===== src/rtl/sparse_stream_pkg.sv =====
// Shared token encoding and state type for the sparse stream primitives.
// Control tokens carry bit 16 set; stops encode their level in the low nibble.
package sparse_stream_pkg;

  localparam int TOKEN_W  = 17;
  localparam int CTRL_BIT = 16;

  localparam logic [TOKEN_W-1:0] STOP_BASE  = 17'h10000;
  localparam logic [TOKEN_W-1:0] DONE_TOKEN = 17'h10100;

  typedef enum logic [1:0] {
    ST_IDLE,
    ST_DATA,
    ST_STOP,
    ST_DONE_TOK
  } stream_src_state_t;

  function automatic logic [TOKEN_W-1:0] mk_stop(input logic [3:0] lvl);
    return STOP_BASE | {{(TOKEN_W-4){1'b0}}, lvl};
  endfunction

endpackage


===== src/rtl/stream_src_counters.sv =====
// Captured configuration plus fiber/element counters and the value accumulator.
// The counters always describe the token currently presented on the output.
module stream_src_counters #(
  parameter int DATA_W = 16,
  parameter int CNT_W  = 16
) (
  input  logic              clk,
  input  logic              rst,
  input  logic              clk_en,
  input  logic              load,
  input  logic              step_elem,
  input  logic              next_fiber,
  input  logic [CNT_W-1:0]  cfg_num_fibers,
  input  logic [CNT_W-1:0]  cfg_fiber_len,
  input  logic [DATA_W-1:0] cfg_start_value,
  input  logic [DATA_W-1:0] cfg_stride,
  output logic [DATA_W-1:0] acc,
  output logic              last_elem,
  output logic              last_fiber,
  output logic              len_zero
);

  logic [CNT_W-1:0]  num_fibers;
  logic [CNT_W-1:0]  fiber_len;
  logic [DATA_W-1:0] start_value;
  logic [DATA_W-1:0] stride;
  logic [CNT_W-1:0]  fiber_idx;
  logic [CNT_W-1:0]  elem_idx;

  always_ff @(posedge clk) begin
    if (rst) begin
      num_fibers  <= '0;
      fiber_len   <= '0;
      start_value <= '0;
      stride      <= '0;
      fiber_idx   <= '0;
      elem_idx    <= '0;
      acc         <= '0;
    end else if (clk_en) begin
      if (load) begin
        num_fibers  <= cfg_num_fibers;
        fiber_len   <= cfg_fiber_len;
        start_value <= cfg_start_value;
        stride      <= cfg_stride;
        fiber_idx   <= '0;
        elem_idx    <= '0;
        acc         <= cfg_start_value;
      end else if (step_elem) begin
        elem_idx <= elem_idx + CNT_W'(1);
        acc      <= acc + stride;
      end else if (next_fiber) begin
        fiber_idx <= fiber_idx + CNT_W'(1);
        elem_idx  <= '0;
        acc       <= start_value;
      end
    end
  end

  // Flags are only consulted in states where the corresponding length is nonzero.
  assign last_elem  = (elem_idx == fiber_len - CNT_W'(1));
  assign last_fiber = (fiber_idx == num_fibers - CNT_W'(1));
  assign len_zero   = (fiber_len == '0);

endmodule


===== src/rtl/sparse_stream_source.sv =====
// Configuration-driven sparse stream generator: fibers of strided values, stop
// tokens between fibers and a final DONE, on a ready/valid output.
module sparse_stream_source
  import sparse_stream_pkg::*;
#(
  parameter int DATA_W = 16,
  parameter int CNT_W  = 16
) (
  input  logic              clk,
  input  logic              rst,
  input  logic              clk_en,
  input  logic              flush,
  input  logic              tile_en,
  input  logic              start,
  input  logic [CNT_W-1:0]  cfg_num_fibers,
  input  logic [CNT_W-1:0]  cfg_fiber_len,
  input  logic [DATA_W-1:0] cfg_start_value,
  input  logic [DATA_W-1:0] cfg_stride,
  input  logic [3:0]        cfg_stop_lvl,
  output logic [DATA_W:0]   data_out,
  output logic              data_out_valid,
  input  logic              data_out_ready,
  output logic              busy,
  output logic              done_pulse,
  output logic [31:0]       tx_count
);

  stream_src_state_t state, state_n;
  logic              rst_any;
  logic              fire;
  logic              load, step_elem, next_fiber, done_n;
  logic [3:0]        stop_lvl;
  logic [DATA_W-1:0] acc;
  logic              last_elem, last_fiber, len_zero;
  logic [TOKEN_W-1:0] tok;

  assign rst_any = rst | flush;
  assign fire    = data_out_valid & data_out_ready;

  stream_src_counters #(.DATA_W(DATA_W), .CNT_W(CNT_W)) u_counters (
    .clk             (clk),
    .rst             (rst_any),
    .clk_en          (clk_en),
    .load            (load),
    .step_elem       (step_elem),
    .next_fiber      (next_fiber),
    .cfg_num_fibers  (cfg_num_fibers),
    .cfg_fiber_len   (cfg_fiber_len),
    .cfg_start_value (cfg_start_value),
    .cfg_stride      (cfg_stride),
    .acc             (acc),
    .last_elem       (last_elem),
    .last_fiber      (last_fiber),
    .len_zero        (len_zero)
  );

  always_ff @(posedge clk) begin
    if (rst_any) begin
      state      <= ST_IDLE;
      done_pulse <= 1'b0;
      tx_count   <= '0;
      stop_lvl   <= '0;
    end else if (clk_en) begin
      state      <= state_n;
      done_pulse <= done_n;
      if (load) begin
        tx_count <= '0;
        stop_lvl <= cfg_stop_lvl;
      end else if (fire && tx_count != '1) begin
        tx_count <= tx_count + 32'd1;
      end
    end
  end

  always_comb begin
    state_n    = state;
    load       = 1'b0;
    step_elem  = 1'b0;
    next_fiber = 1'b0;
    done_n     = 1'b0;
    case (state)
      ST_IDLE: begin
        if (start && tile_en) begin
          load = 1'b1;
          if (cfg_num_fibers == '0)     state_n = ST_DONE_TOK;
          else if (cfg_fiber_len == '0) state_n = ST_STOP;
          else                          state_n = ST_DATA;
        end
      end
      ST_DATA: begin
        if (fire) begin
          step_elem = 1'b1;
          if (last_elem) state_n = ST_STOP;
        end
      end
      ST_STOP: begin
        if (fire) begin
          if (last_fiber) begin
            state_n = ST_DONE_TOK;
          end else begin
            next_fiber = 1'b1;
            state_n    = len_zero ? ST_STOP : ST_DATA;
          end
        end
      end
      ST_DONE_TOK: begin
        if (fire) begin
          state_n = ST_IDLE;
          done_n  = 1'b1;
        end
      end
      default: state_n = ST_IDLE;
    endcase
  end

  // Token decoded purely from registered state, so it cannot change until a transfer.
  always_comb begin
    tok = '0;
    case (state)
      ST_DATA: begin
        tok           = TOKEN_W'(acc);
        tok[CTRL_BIT] = 1'b0;
      end
      ST_STOP:     tok = mk_stop(last_fiber ? stop_lvl + 4'd1 : stop_lvl);
      ST_DONE_TOK: tok = DONE_TOKEN;
      default:     tok = '0;
    endcase
  end

  assign data_out       = tok;
  assign data_out_valid = (state != ST_IDLE);
  assign busy           = (state != ST_IDLE);

endmodule


===== config.mk =====
export PLATFORM = sky130hd
export DESIGN_NAME = sparse_stream_source
export DESIGN_NICKNAME = d
export VERILOG_FILES = /design/src/rtl/sparse_stream_pkg.sv /design/src/rtl/stream_src_counters.sv /design/src/rtl/sparse_stream_source.sv
export SDC_FILE = /design/constraint.sdc
export NUM_CORES = 1
export LEC_CHECK = 0
export CAP_MARGIN = 20
export CELL_PAD_IN_SITES_DETAIL_PLACEMENT = 1
export CELL_PAD_IN_SITES_GLOBAL_PLACEMENT = 1
export CORE_MARGIN = 1
export CORE_UTILIZATION = 43
export DETAILED_ROUTE_END_ITERATION = 16
export PLACE_DENSITY_LB_ADDON = 0.25
export SYNTH_ARGS = -nofsm -noshare
export SYNTH_HDL_FRONTEND = slang
export SYNTH_SLANG_ARGS = --single-unit

===== constraint.sdc =====
create_clock -name clk -period 10.67 [get_ports clk]
set_clock_uncertainty 0.1 [all_clocks]
set_input_delay 2.134 -clock clk [delete_from_list [all_inputs] [get_ports clk]]
set_output_delay 2.134 -clock clk [all_outputs]
set_load 0.03 [all_outputs]

# After elaboration in Yosys (flattened, before gate mapping)
# Cells that the tools add are included.
# word_totals
mem_count,0
regBits,151
wordCells,78
ramBits,0
mem_bits_ro,0
latchBits,0
output_inout_bits,52
# op_classes
n_lt_le_gt_ge,0
eq_ne,12
div,0
n_addsub,7
mul,0
bitwise_logic,2
n_mux,31
shifts,0
n_reduce_logical,15
# ops
cell,count
$mux W16,9
$mux W32,2
$pmux W17 S3,1
$logic_not A16 Y1,3
$add A16 B1 Y16 const B,2
$add A32 B1 Y32 const B,1
$eq A16 B16 Y1,2
$ne A32 B32 Y1 const B,1
$sub A16 B1 Y16 const B,2
$mux W2,9
$add A16 B16 Y16,1
$ne A2 B2 Y1 const B,6
$mux W1,8
$pmux W2 S4,1
$reduce_and A2 Y1,3
$reduce_and A6 Y1,1
$reduce_bool A2 Y1,3
$add A4 B1 Y4 const B,1
$eq A2 B2 Y1 const B,2
$mux W4,1
$reduce_and A3 Y1,1
$reduce_bool A3 Y1,1
$eq A2 B1 Y1 const B,1
$logic_and A1 B1 Y1,2
other kinds (3),3

# Depth between registers and ports, before layout
# Gate-level depths: netlist of the first run.
# depth
ltp_word,8
ltp_mapped,14
depth_no_buf,11

# Cells and area by module
# From an unflattened synthesis of the first run, not the netlist that was laid out.
# hier_totals
hier_cells,1142
hier_area_um2,8816.0
# modules_own_cells
mod,area_per_inst_um2,instances,cells_each
stream_src_counters,6371.1,1,838
sparse_stream_source,2444.8,1,304

# Worst setup path after synthesis of the first run
# OpenSTA, ideal clock, no wires.
# synth_path
kind,register to output
startpoint,register u_counters.num_fibers[0]
endpoint,output data_out[2]
arrival_time_ns,3.383
setup_slack_ns,5.053
path_stages_with_launch,13
required_time_ns,8.436
path_cell_list,dfxtp_1 -> inv_1 -> ha_1 -> or4b_1 -> clkbuf_2 -> or3_1 -> a2111oi_0 -> and3_2 -> and4_1 -> clkbuf_1 -> nand2_1 -> xor2_1 -> o21ai_0
# synth_between
elab_chain_len,4
# synth_rtl
element,line,text
start: declaration,stream_src_counters.sv:23,logic [CNT_W-1:0] num_fibers;
start signal: assignment,stream_src_counters.sv:41,num_fibers <= cfg_num_fibers;
$sub A16 B1 Y16,stream_src_counters.sv:61,assign last_fiber = (fiber_idx == num_fibers - CNT_W'(1));
$eq A16 B16 Y1,stream_src_counters.sv:61,
$mux W4,sparse_stream_source.sv:124,ST_STOP: tok = mk_stop(last_fiber ? stop_lvl + 4'd1 : stop_lvl);
$pmux W17 S3,sparse_stream_source.sv:119,case (state)
end: declaration,sparse_stream_source.sv:20,"output logic [DATA_W:0] data_out,"
# Every way passes these cells.

# Worst setup path after layout of the first run
# Same ends and word-level chain as after synthesis.

==> results of run 1 <==
==> through the flow <==
stage / power, mW / cell area [um^2] / worst slack [ns] / hold slack [ns] / instances
2_1_floorplan: 0.644 / 8530 / 5.05 / 0.332 / 1113
4_1_cts: 1.31 / 10500 / 3.98 / 0.359 / 1482
3_5_place_dp: 0.693 / 9910 / 4.55 / 0.350 / 1450
3_3_place_gp: 0.691 / 9900 / 4.73 / 0.340 / 1449
6_report: 1.31 / 10500 / 4.03 / 0.357 / 1482
5_1_grt: 1.35 / 10500 / 3.87 / 0.370 / 1482
==> placed cells by master, fill, tap and decap left out, types with 17 or more instances in the layout <==
| master | n |
|---|---|
| dfxtp_1 | 151 |
| clkdlybuf4s50_1 | 126 |
| nor4_1 | 19 |
| ha_1 | 21 |
| nand2_1 | 198 |
| nand3_1 | 36 |
| clkbuf_16 | 17 |
| nor2_1 | 77 |
| nand4_1 | 19 |
| nor3_1 | 24 |
| or3_1 | 28 |
| xor2_1 | 37 |
| xnor2_1 | 44 |
| o21ai_0 | 46 |
| and2_1 | 17 |
| a21oi_1 | 128 |
| inv_1 | 33 |
==> per-layer routing <==
metal / GRT usage, % / part of all wire, % / up-vias
li1: - / - / 4116
met1: 34.0 / 47 / 4086
met2: 44.9 / 48 / 157
met3: 3.89 / 3.9 / 20
met4: 7.53 / 1.1 / 0
met5: 0 / 0 / -
==> how the worst max path moves through the flow <==
stage	to	cells after the start	start	slack (ns)
finish	data_out[2]	11	u_counters.num_fibers[0]	4.03
floorplan	data_out[2]	12	u_counters.num_fibers[0]	5.05
global route	data_out[2]	11	u_counters.num_fibers[0]	3.87
CTS	data_out[2]	11	u_counters.num_fibers[0]	3.98
detailed placement	data_out[2]	11	u_counters.num_fibers[0]	4.55
global placement	data_out[2]	11	u_counters.num_fibers[0]	4.73
==> area by class of cell <==
| cell class | instances | area, um^2 | share of cell area [%] |
|---|---|---|---|
| multi-input combinational | 867 | 5100 | 48.5 |
| sequential | 151 | 3020 | 28.7 |
| timing repair buffer | 134 | 1330 | 12.6 |
| clock buffer | 17 | 425 | 4.04 |
| tap | 265 | 332 | 3.15 |
| clock inverter | 15 | 189 | 1.80 |
| inverter | 33 | 124 | 1.18 |
==> flip-flops by register name (all words and copies together), names as in the netlist <==
| name | flops |
|---|---|
| u_counters.num_fibers | 16 |
| u_counters.stride | 16 |
| stop_lvl | 4 |
| u_counters.fiber_idx | 16 |
| tx_count | 32 |
| u_counters.start_value | 16 |
| u_counters.fiber_len | 16 |
| u_counters.acc | 16 |
| u_counters.elem_idx | 16 |
| done_pulse | 1 |
| state | 2 |
==> worst register-to-register path, delay by kind of cell, from the launching register on <==
kind	cells	cell delay [ns]
flops	1	0.37
buf+inv	1	0.08
fa+ha+maj	1	0.22
simple gates	5	1.70
compound gates	3	1.57
==> power by group through the flow <==
stage,logic (mW),registers [mW],clock network (mW)
finish,0.108,0.573,0.624
global route,0.118,0.573,0.656
CTS,0.109,0.573,0.633
detailed placement,0.107,0.586,0
global placement,0.105,0.586,0
floorplan,0.0602,0.584,0
==> cells by family after synthesis <==
logic type	count (synthesis)	share of synthesized area, %
flops	151	35.4
xor+xnor	81	8.32
mux	10	1.19
compound gates	263	18.7
simple gates	491	28.1
fa+ha+maj	22	3.32
buf+inv	95	4.86
==> summary.txt, run 1 <==
# Post-CTS Setup Buffers = 0
P_int = 0.953 mW
Tcrit/Tclk final = 62.2%
synthesized cell area = 8530 um^2
CTS clk-pin slew, worst paths = 0.07 ns
Filler cells = 2401
Least-Margin Pin Slew = 1.08 ns
synth warn = 0
syn_nets = 1210
initial antenna violation count = 0
initial core utilization = 43.8%
top-count cell post-synth = nand2_1
cts repair resizes = 0
insertion delay to the later sink of the worst-skew pair = 0.44 ns
CTS tree = built
DP HPWL = 18500 um
Hold Path Depth = 2
H-tree depth = 4
ANT nets after route = 0
synth cell count leaders = nand2_1, dfxtp_1, a21oi_1, nor2_1, clkbuf_1
routed vias/inst = 5.65
CP endpoint kind = output pin
CP peak stage delay = 0.73 ns
number of flops mapped to enable cells by yosys = 0
Yosys top cell by area = dfxtp_1
Synth top area share = 35.4%
CP startpoint kind = register
Vert. Die Dim = 143 um
PwrDens = 124 nW/um^2
asr flop ratio synth = 0%
# port buffers = 126
setup TNS = 0 ns
Mapped Cells = 1113
power share of the sequential group = 43.9%
total gr overflow = 0
Placer Congestion = 0.834
Clock Power Share = 47.8%
max_slew headroom = 28.1%
Yosys cell types = 73
status = complete, no violations
layout cells sized above 1 = 4.68%
CP max FO = 8
# nets final = 1301
first-pass GRT wire length = 41900 um
IR drop worst, VDD = 99.7 uV
Synth Flop Type = dfxtp_1
Routed WL = 26000 um
Worst Hold Path EP = u_counters.start_value[6]
CTS Hold Bufs = 0
RSZ-0062 raised after global routing = no
area of the die = 20400 um^2
Sw Share = 27.0%
fin crit period = 6.64 ns
TritonCTS Sinks = 151
vias = 8379
Hold Crit Class = reg -> reg
Critical Path RT = 8.44 ns
hold path start = u_counters.start_value[6]
max-cap violations = 0
switching power = 0.353 mW
Die W = 143 um
Post-Syn Area per Cell = 7.66 um^2
final hold vios = 0
post-synthesis sequential area ratio = 35.4%
DRT Pass-1 Iters = 5
largest net degree at the start of global routing = 98
DRC viols = 0
fin. max-slew vios = 0
I/O pins = 127
initial DRC count = 377
Root Driver = clkbuf_16
Tot GR Track Use = 26.2%
Setup CP Type = reg -> out
wire length per cell = 17.5 um
post-layout util = 54.1%
reg2reg path depth = 10
total core area = 19500 um^2
slack of the worst reg-to-reg path = 6.56 ns
total CTS buffers = 17
Pleak = 3.56 nW
Comb power frac = 8.3%
P&R area growth vs syn = 23.4%
final setup vio count = 0
flops & latches, synth = 151
Clock Tree Buf Depth = 2
FF-to-FF Start = u_counters.num_fibers[0]
Crit Reg-Reg Endpoint = u_counters.acc[15]
CP bufs+invs = 2
f_max = 151 MHz
cell family contributing the most delay on the critical path = simple AND/OR/NAND/NOR gates
ranking of synthesized cells by area = dfxtp_1, nand2_1, a21oi_1, xnor2_1, xor2_1
slowest cell on the critical path = clkdlybuf4s50_1
number of global-route vias before repair = 8222
crit-path cells = inv_1, ha_1, or4b_1, or3_1, a2111oi_0, and3_2, and4_1, nand2_1, xor2_1, o21ai_0, clkdlybuf4s50_1
Rows = 51
Worst EP arrival = 4.41 ns
number of diodes = 0
No activity file was read; power rests on OpenSTA's default activity.
==> run 2, diff against run 1 <==
CORE_UTILIZATION = 36   (was 43)
clock period = 5.3 ns   (was 10.67 ns; I/O delays follow)
==> run 2 against run 1 <==
Compared with the run above: final cell count up 3.4%; routed wire length increased by 4.2%; via count about the same; register-to-register slack lost 5.4 ns; largest power group unchanged; count of clock-buffer cells in the layout up 3; largest cell class unchanged; sequential cell count did not move; highest routed layer unchanged.
==> summary.txt, run 2 (synthesized netlist as in run 1, its figures left out) <==
max-cap violations = 0 (unchanged)
Rows = 55 (was 51)
CTS clk-pin slew, worst paths = 0.06 ns (was 0.07 ns)
stages on the worst setup path = 11 (unchanged)
Routed WL = 27100 um (was 26000 um)
Hold Crit Class = reg -> reg (unchanged)
cell family contributing the most delay on the critical path = simple AND/OR/NAND/NOR gates (unchanged)
area of the die = 24300 um^2 (was 20400 um^2)
FF-to-FF Start = u_counters.num_fibers[0] (unchanged)
Tot GR Track Use = 22.8% (was 26.2%)
final hold vios = 0 (unchanged)
number of diodes = 0 (unchanged)
Placer Congestion = 0.839 (was 0.834)
slack of the worst reg-to-reg path = 1.15 ns (was 6.56 ns)
total core area = 22900 um^2 (was 19500 um^2)
I/O pins = 127 (unchanged)
critical path endpoint = data_out[2] (unchanged)
Sw Share = 24.7% (was 27.0%)
Critical Path RT = 4.14 ns (was 8.44 ns)
setup TNS = 0 ns (unchanged)
total CTS buffers = 17 (unchanged)
vias = 8381 (was 8379)
Vert. Die Dim = 156 um (was 143 um)
CP startpoint kind = register (unchanged)
max reg flops = 32 (unchanged)
wire length per cell = 17.7 um (was 17.5 um)
Crit Reg-Reg Endpoint = u_counters.acc[15] (unchanged)
slowest cell on the critical path = or4b_1 (was clkdlybuf4s50_1)
CP endpoint kind = output pin (unchanged)
crit-path cells = inv_1, ha_1, or4b_1, or3_1, a2111oi_0, and3_2, and4_2, nand2_1, xor2_1, o21ai_0, dlygate4sd2_1 (was inv_1, ha_1, or4b_1, or3_1, a2111oi_0, and3_2, and4_1, nand2_1, xor2_1, o21ai_0, clkdlybuf4s50_1)
RSZ-0062 raised after global routing = no (unchanged)
PwrDens = 251 nW/um^2 (was 124 nW/um^2)
Root Driver = clkbuf_16 (unchanged)
Hold Slack = 0.356 ns (was 0.357 ns)
total gr overflow = 0 (unchanged)
DP HPWL = 19300 um (was 18500 um)
layout cells sized above 1 = 4.84% (was 4.68%)
Die W = 156 um (was 143 um)
P&R area growth vs syn = 24.2% (was 23.4%)
number of global-route vias before repair = 8373 (was 8222)
CTS Hold Bufs = 0 (unchanged)
insertion delay to the later sink of the worst-skew pair = 0.43 ns (was 0.44 ns)
status = complete, no violations (unchanged)
most flop-heavy register = tx_count (unchanged)
H-tree depth = 4 (unchanged)
Pleak = 3.61 nW (was 3.56 nW)
Setup CP Type = reg -> out (unchanged)
DRC viols = 0 (unchanged)
largest net degree at the start of global routing = 72 (was 98)
Comb power frac = 8.3% (about the same)
most frequent cells in the layout = nand2_1, dfxtp_1, a21oi_1 (unchanged)
first-pass GRT wire length = 43900 um (was 41900 um)
ANT nets after route = 0 (unchanged)
CP max FO = 8 (unchanged)
power share of the sequential group = 43.4% (was 43.9%)
Tcrit/Tclk final = 95.3%
initial antenna violation count = 0 (unchanged)
CP peak stage delay = 0.61 ns (was 0.73 ns)
CTS tree = built (unchanged)
# port buffers = 126 (unchanged)
f_max = 198 MHz
final setup vio count = 0 (unchanged)
DRT Pass-1 Iters = 5 (unchanged)
IR drop worst, VDD = 134 uV (was 99.7 uV)
switching power = 0.658 mW (was 0.353 mW)
Clock Power Share = 48.4% (was 47.8%)
routed vias/inst = 5.47 (was 5.65)
Critical path origin = u_counters.num_fibers[0] (unchanged)
initial core utilization = 37.2% (was 43.8%)
Clock Tree Buf Depth = 2 (unchanged)
TritonCTS Sinks = 151 (unchanged)
Least-Margin Pin Slew = 1.08 ns (about the same)
reg2reg path depth = 10 (unchanged)
leading cell type in the layout, fill and taps excluded = nand2_1 (unchanged)
CP bufs+invs = 2 (unchanged)
P_int = 2.00 mW (was 0.953 mW)
fin. max-slew vios = 0 (unchanged)
initial DRC count = 389 (was 377)
Worst EP arrival = 3.89 ns (was 4.41 ns)
fin crit period = 5.05 ns
# nets final = 1304 (was 1301)
max_slew headroom = 27.4% (was 28.1%)
-- run 2: changes by cell type in the layout (fill, tap and decap cells not counted), moves of 3 or more --
| cell | change |
|---|---|
| dlygate4sd2_1 | +3 |
| clkdlybuf4s50_1 | -4 |
| clkinv_8 | -4 |
| buf_4 | +4 |
| inv_8 | -3 |
-- run 2: layer usage --
| metal | global-route usage, % | part of all wire (%) |
|---|---|---|
| met1 | 30.2 | 47 |
| met2 | 38.2 | 47 |
| met3 | 3.33 | 3.9 |
| met4 | 6.68 | 1.2 |
| met5 | 0 | 0 |
-- run 2: power groups by stage --
stage	logic [mW]	registers (mW)	clock network [mW]
after global routing	0.241	1.15	1.36
after detailed placement	0.220	1.18	0
after floorplan	0.121	1.17	0
after global placement	0.218	1.18	0
final	0.220	1.15	1.29
after CTS	0.222	1.15	1.31
-- run 2: stage by stage --
stage | power [mW] | worst slack [ns] | cells | utilization (%) | cell area, um^2
global placement | 1.40 | 0.398 | 1501 | 43.6 | 9990
detailed placement | 1.40 | 0.329 | 1501 | 43.6 | 9990
floorplan | 1.30 | 0.757 | 1113 | - | 8530
CTS | 2.69 | 0.0361 | 1533 | 46.2 | 10600
global route | 2.75 | 0.0231 | 1533 | 46.2 | 10600
finish | 2.66 | 0.249 | 1533 | 46.2 | 10600
-- run 2: how the worst min path moves through the flow --
stage | start | end | depth (start not counted)
global placement | u_counters.start_value[0] | u_counters.start_value[0] | 2
CTS | u_counters.start_value[0] | u_counters.start_value[0] | 2
floorplan | u_counters.start_value[15] | u_counters.start_value[15] | 2
detailed placement | u_counters.start_value[0] | u_counters.start_value[0] | 2
finish | u_counters.start_value[0] | u_counters.start_value[0] | 2
global route | u_counters.start_value[0] | u_counters.start_value[0] | 2
-- run 2: final cells by class --
cell class | count | area, um^2
Sequential cell | 151 | 3020
Fill cell | 2824 | 12300
Clock buffer | 20 | 447
Multi-Input combinational cell | 867 | 5100
Timing Repair Buffer | 137 | 1340
Tap cell | 313 | 392
Clock inverter | 12 | 163
Inverter | 33 | 124
-- run 2: tightest hold or removal path, cell delays in order, from the launching register on --
cell and delay [ns]:
dfxtp_1 0.31, nand2_1 0.05, a21oi_1 0.05
-- run 2: timing repair --
item                                    CTS  global route
endpoints found under the setup margin    3             2
buffers inserted                          0             0
gates resized for setup                   3             2
hold endpoints to repair                  0             0
==> run 3, diff against run 2 <==
CORE_UTILIZATION = 43   (was 36)
clock period = 5.9 ns   (was 5.3 ns; I/O delays follow)
==> run 3 against run 2 <==
Compared with the run above: routed wire length decreased by 1.7%; total power shrank 10%; count of clock-buffer cells in the layout fell by 1; register-to-register slack improved by 0.69 ns; hold slack improved by 0.0020 ns; critical path depth stayed put; sequential cell count is the same; die area shrank 16%; cell area down 0.52%; largest power group unchanged.
==> summary.txt, run 3 (synthesized netlist as in run 1, its figures left out) <==
status = complete, no violations (unchanged)
worst slack, placed = 0.827 ns (was 0.329 ns)
H-tree depth = 4 (unchanged)
reg2reg path depth = 10 (unchanged)
final hold vios = 0 (unchanged)
Vert. Die Dim = 143 um (was 156 um)
first-pass GRT wire length = 43400 um (was 43900 um)
fin crit period = 5.68 ns
DRT Pass-1 Iters = 5 (unchanged)
FF-to-FF Start = u_counters.num_fibers[0] (unchanged)
Worst EP arrival = 4.40 ns (was 3.89 ns)
P&R area growth vs syn = 23.6% (was 24.2%)
max reg flops = 32 (unchanged)
Area after DPL = 9920 um^2 (was 9990 um^2)
final worst slack = 0.216 ns (was 0.249 ns)
I/O pins = 127 (unchanged)
CTS Hold Bufs = 0 (unchanged)
CTS tree = built (unchanged)
initial core utilization = 43.8% (was 37.2%)
leading cell type in the layout, fill and taps excluded = nand2_1 (unchanged)
most flop-heavy register = tx_count (unchanged)
IR drop worst, VDD = 199 uV (was 134 uV)
DP HPWL = 18900 um (was 19300 um)
TritonCTS Sinks = 151 (unchanged)
fin. max-slew vios = 0 (unchanged)
Tcrit/Tclk final = 96.3%
Least-Margin Pin Slew = 1.01 ns (was 1.08 ns)
most frequent cells in the layout = nand2_1, dfxtp_1, a21oi_1 (unchanged)
Routed WL = 26600 um (was 27100 um)
hold path start = u_counters.start_value[1] (was u_counters.start_value[0])
CTS clk-pin slew, worst paths = 0.06 ns (about the same)
Rows = 51 (was 55)
Hold Crit Class = reg -> reg (unchanged)
total core area = 19500 um^2 (was 22900 um^2)
layout cells sized above 1 = 4.76% (was 4.84%)
max-cap violations = 0 (unchanged)
PwrDens = 227 nW/um^2 (was 251 nW/um^2)
routed vias/inst = 5.67 (was 5.47)
# port buffers = 126 (unchanged)
Pleak = 3.57 nW (was 3.61 nW)
Worst Hold Path EP = u_counters.start_value[1] (was u_counters.start_value[0])
cts repair resizes = 0 (was 3)
multi-input logic area = 5100 um^2 (about the same)
initial DRC count = 349 (was 389)
max_slew headroom = 32.8% (was 27.4%)
Tot GR Track Use = 26.9% (was 22.8%)
wire length per cell = 18.0 um (was 17.7 um)
Hold Path Depth = 2 (unchanged)
Filler cells = 2415 (was 2824)
Crit Reg-Reg Endpoint = u_counters.acc[15] (unchanged)
CP startpoint kind = register (unchanged)
final instance area = 10500 um^2 (was 10600 um^2)
area of the die = 20400 um^2 (was 24300 um^2)
total gr overflow = 0 (unchanged)
slack of the worst reg-to-reg path = 1.84 ns (was 1.15 ns)
Placer Congestion = 0.874 (was 0.839)
CP endpoint kind = output pin (unchanged)
# Post-CTS Setup Buffers = 0 (unchanged)
number of diodes = 0 (unchanged)
post-layout util = 54.2% (was 46.2%)
vias = 8408 (was 8381)
Setup CP Type = reg -> out (unchanged)
initial antenna violation count = 0 (unchanged)
number of global-route vias before repair = 8559 (was 8373)
register area = 3020 um^2 (unchanged)
total CTS buffers = 17 (unchanged)
Clock Tree Buf Depth = 2 (unchanged)
ANT nets after route = 0 (unchanged)
Critical Path RT = 4.62 ns (was 4.14 ns)
Root Driver = clkbuf_16 (unchanged)
RSZ-0062 raised after global routing = no (unchanged)
final setup vio count = 0 (unchanged)
# nets final = 1303 (was 1304)
Power, Total = 2.39 mW (was 2.66 mW)
insertion delay to the later sink of the worst-skew pair = 0.43 ns (about the same)
setup TNS = 0 ns (unchanged)
CP max FO = 8 (unchanged)
Die W = 143 um (was 156 um)
largest net degree at the start of global routing = 73 (was 72)
DRC viols = 0 (unchanged)
f_max = 176 MHz
==> run 3: cell count changes in the layout (fill, tap and decap cells not counted) <==
cell and change:
and4_1 +1, and4_2 -1, buf_4 -2, buf_6 +1, clkbuf_1 -2, clkbuf_8 +1, clkdlybuf4s50_1 +4, clkinv_2 -1
clkinvlp_4 +1, dlygate4sd2_1 -3, dlymetal6s2s_1 -1
==> run 3: final cells by class <==
class / instances / share of cell area (%)
multi-input cells: 867 / 48.4
flip-flops and latches: 151 / 28.7
repair buffers: 136 / 12.7
clock buffers: 19 / 4.30
well taps: 265 / 3.15
clock inverters: 12 / 1.57
inverters: 33 / 1.18
==> run 3: through the flow <==
step,hold slack [ns],instances
global placement,0.340,1451
detailed placement,0.350,1452
finish,0.358,1483
CTS,0.359,1483
floorplan,0.332,1113
global route,0.381,1483
==> run 3: critical path: stages, from the launching register on <==
cell and delay (ns):
dfxtp_1 0.37, inv_1 0.08, ha_1 0.22, or4b_1 0.61
or3_1 0.39, a2111oi_0 0.44, and3_2 0.29, and4_1 0.42
nand2_1 0.13, xor2_1 0.15, o21ai_0 0.14, clkdlybuf4s50_1 0.73
==> run 3: power by group <==
| group | internal [mW] | switching (mW) | total, mW | leakage [nW] |
|---|---|---|---|---|
| sequential | 1.03 | 0.00931 | 1.04 | 1.22 |
| combinational | 0.0884 | 0.109 | 0.198 | 2.06 |
| clock | 0.693 | 0.462 | 1.16 | 0.293 |
| total | 1.81 | 0.580 | 2.39 | 3.57 |
==> run 3: worst max path at each step <==
stage / startpoint / endpoint / slack [ns] / depth (start not counted)
4_1_cts: u_counters.num_fibers[0] / data_out[2] / 0.18 / 11
3_5_place_dp: u_counters.num_fibers[0] / data_out[2] / 0.83 / 11
2_1_floorplan: u_counters.num_fibers[0] / data_out[2] / 1.24 / 12
3_3_place_gp: u_counters.num_fibers[0] / data_out[2] / 0.91 / 11
6_report: u_counters.num_fibers[0] / data_out[2] / 0.22 / 11
5_1_grt: u_counters.num_fibers[0] / data_out[2] / 0.01 / 11
==> run 3: per-layer routing <==
layer / GRT usage (%) / vias to the layer above / wire length [um]
met4: 6.51 / 0 / 272
met2: 46.7 / 156 / 12900
met5: 0 / - / 0
met1: 34.7 / 4114 / 12500
met3: 4.49 / 25 / 1040
li1: - / 4113 / -
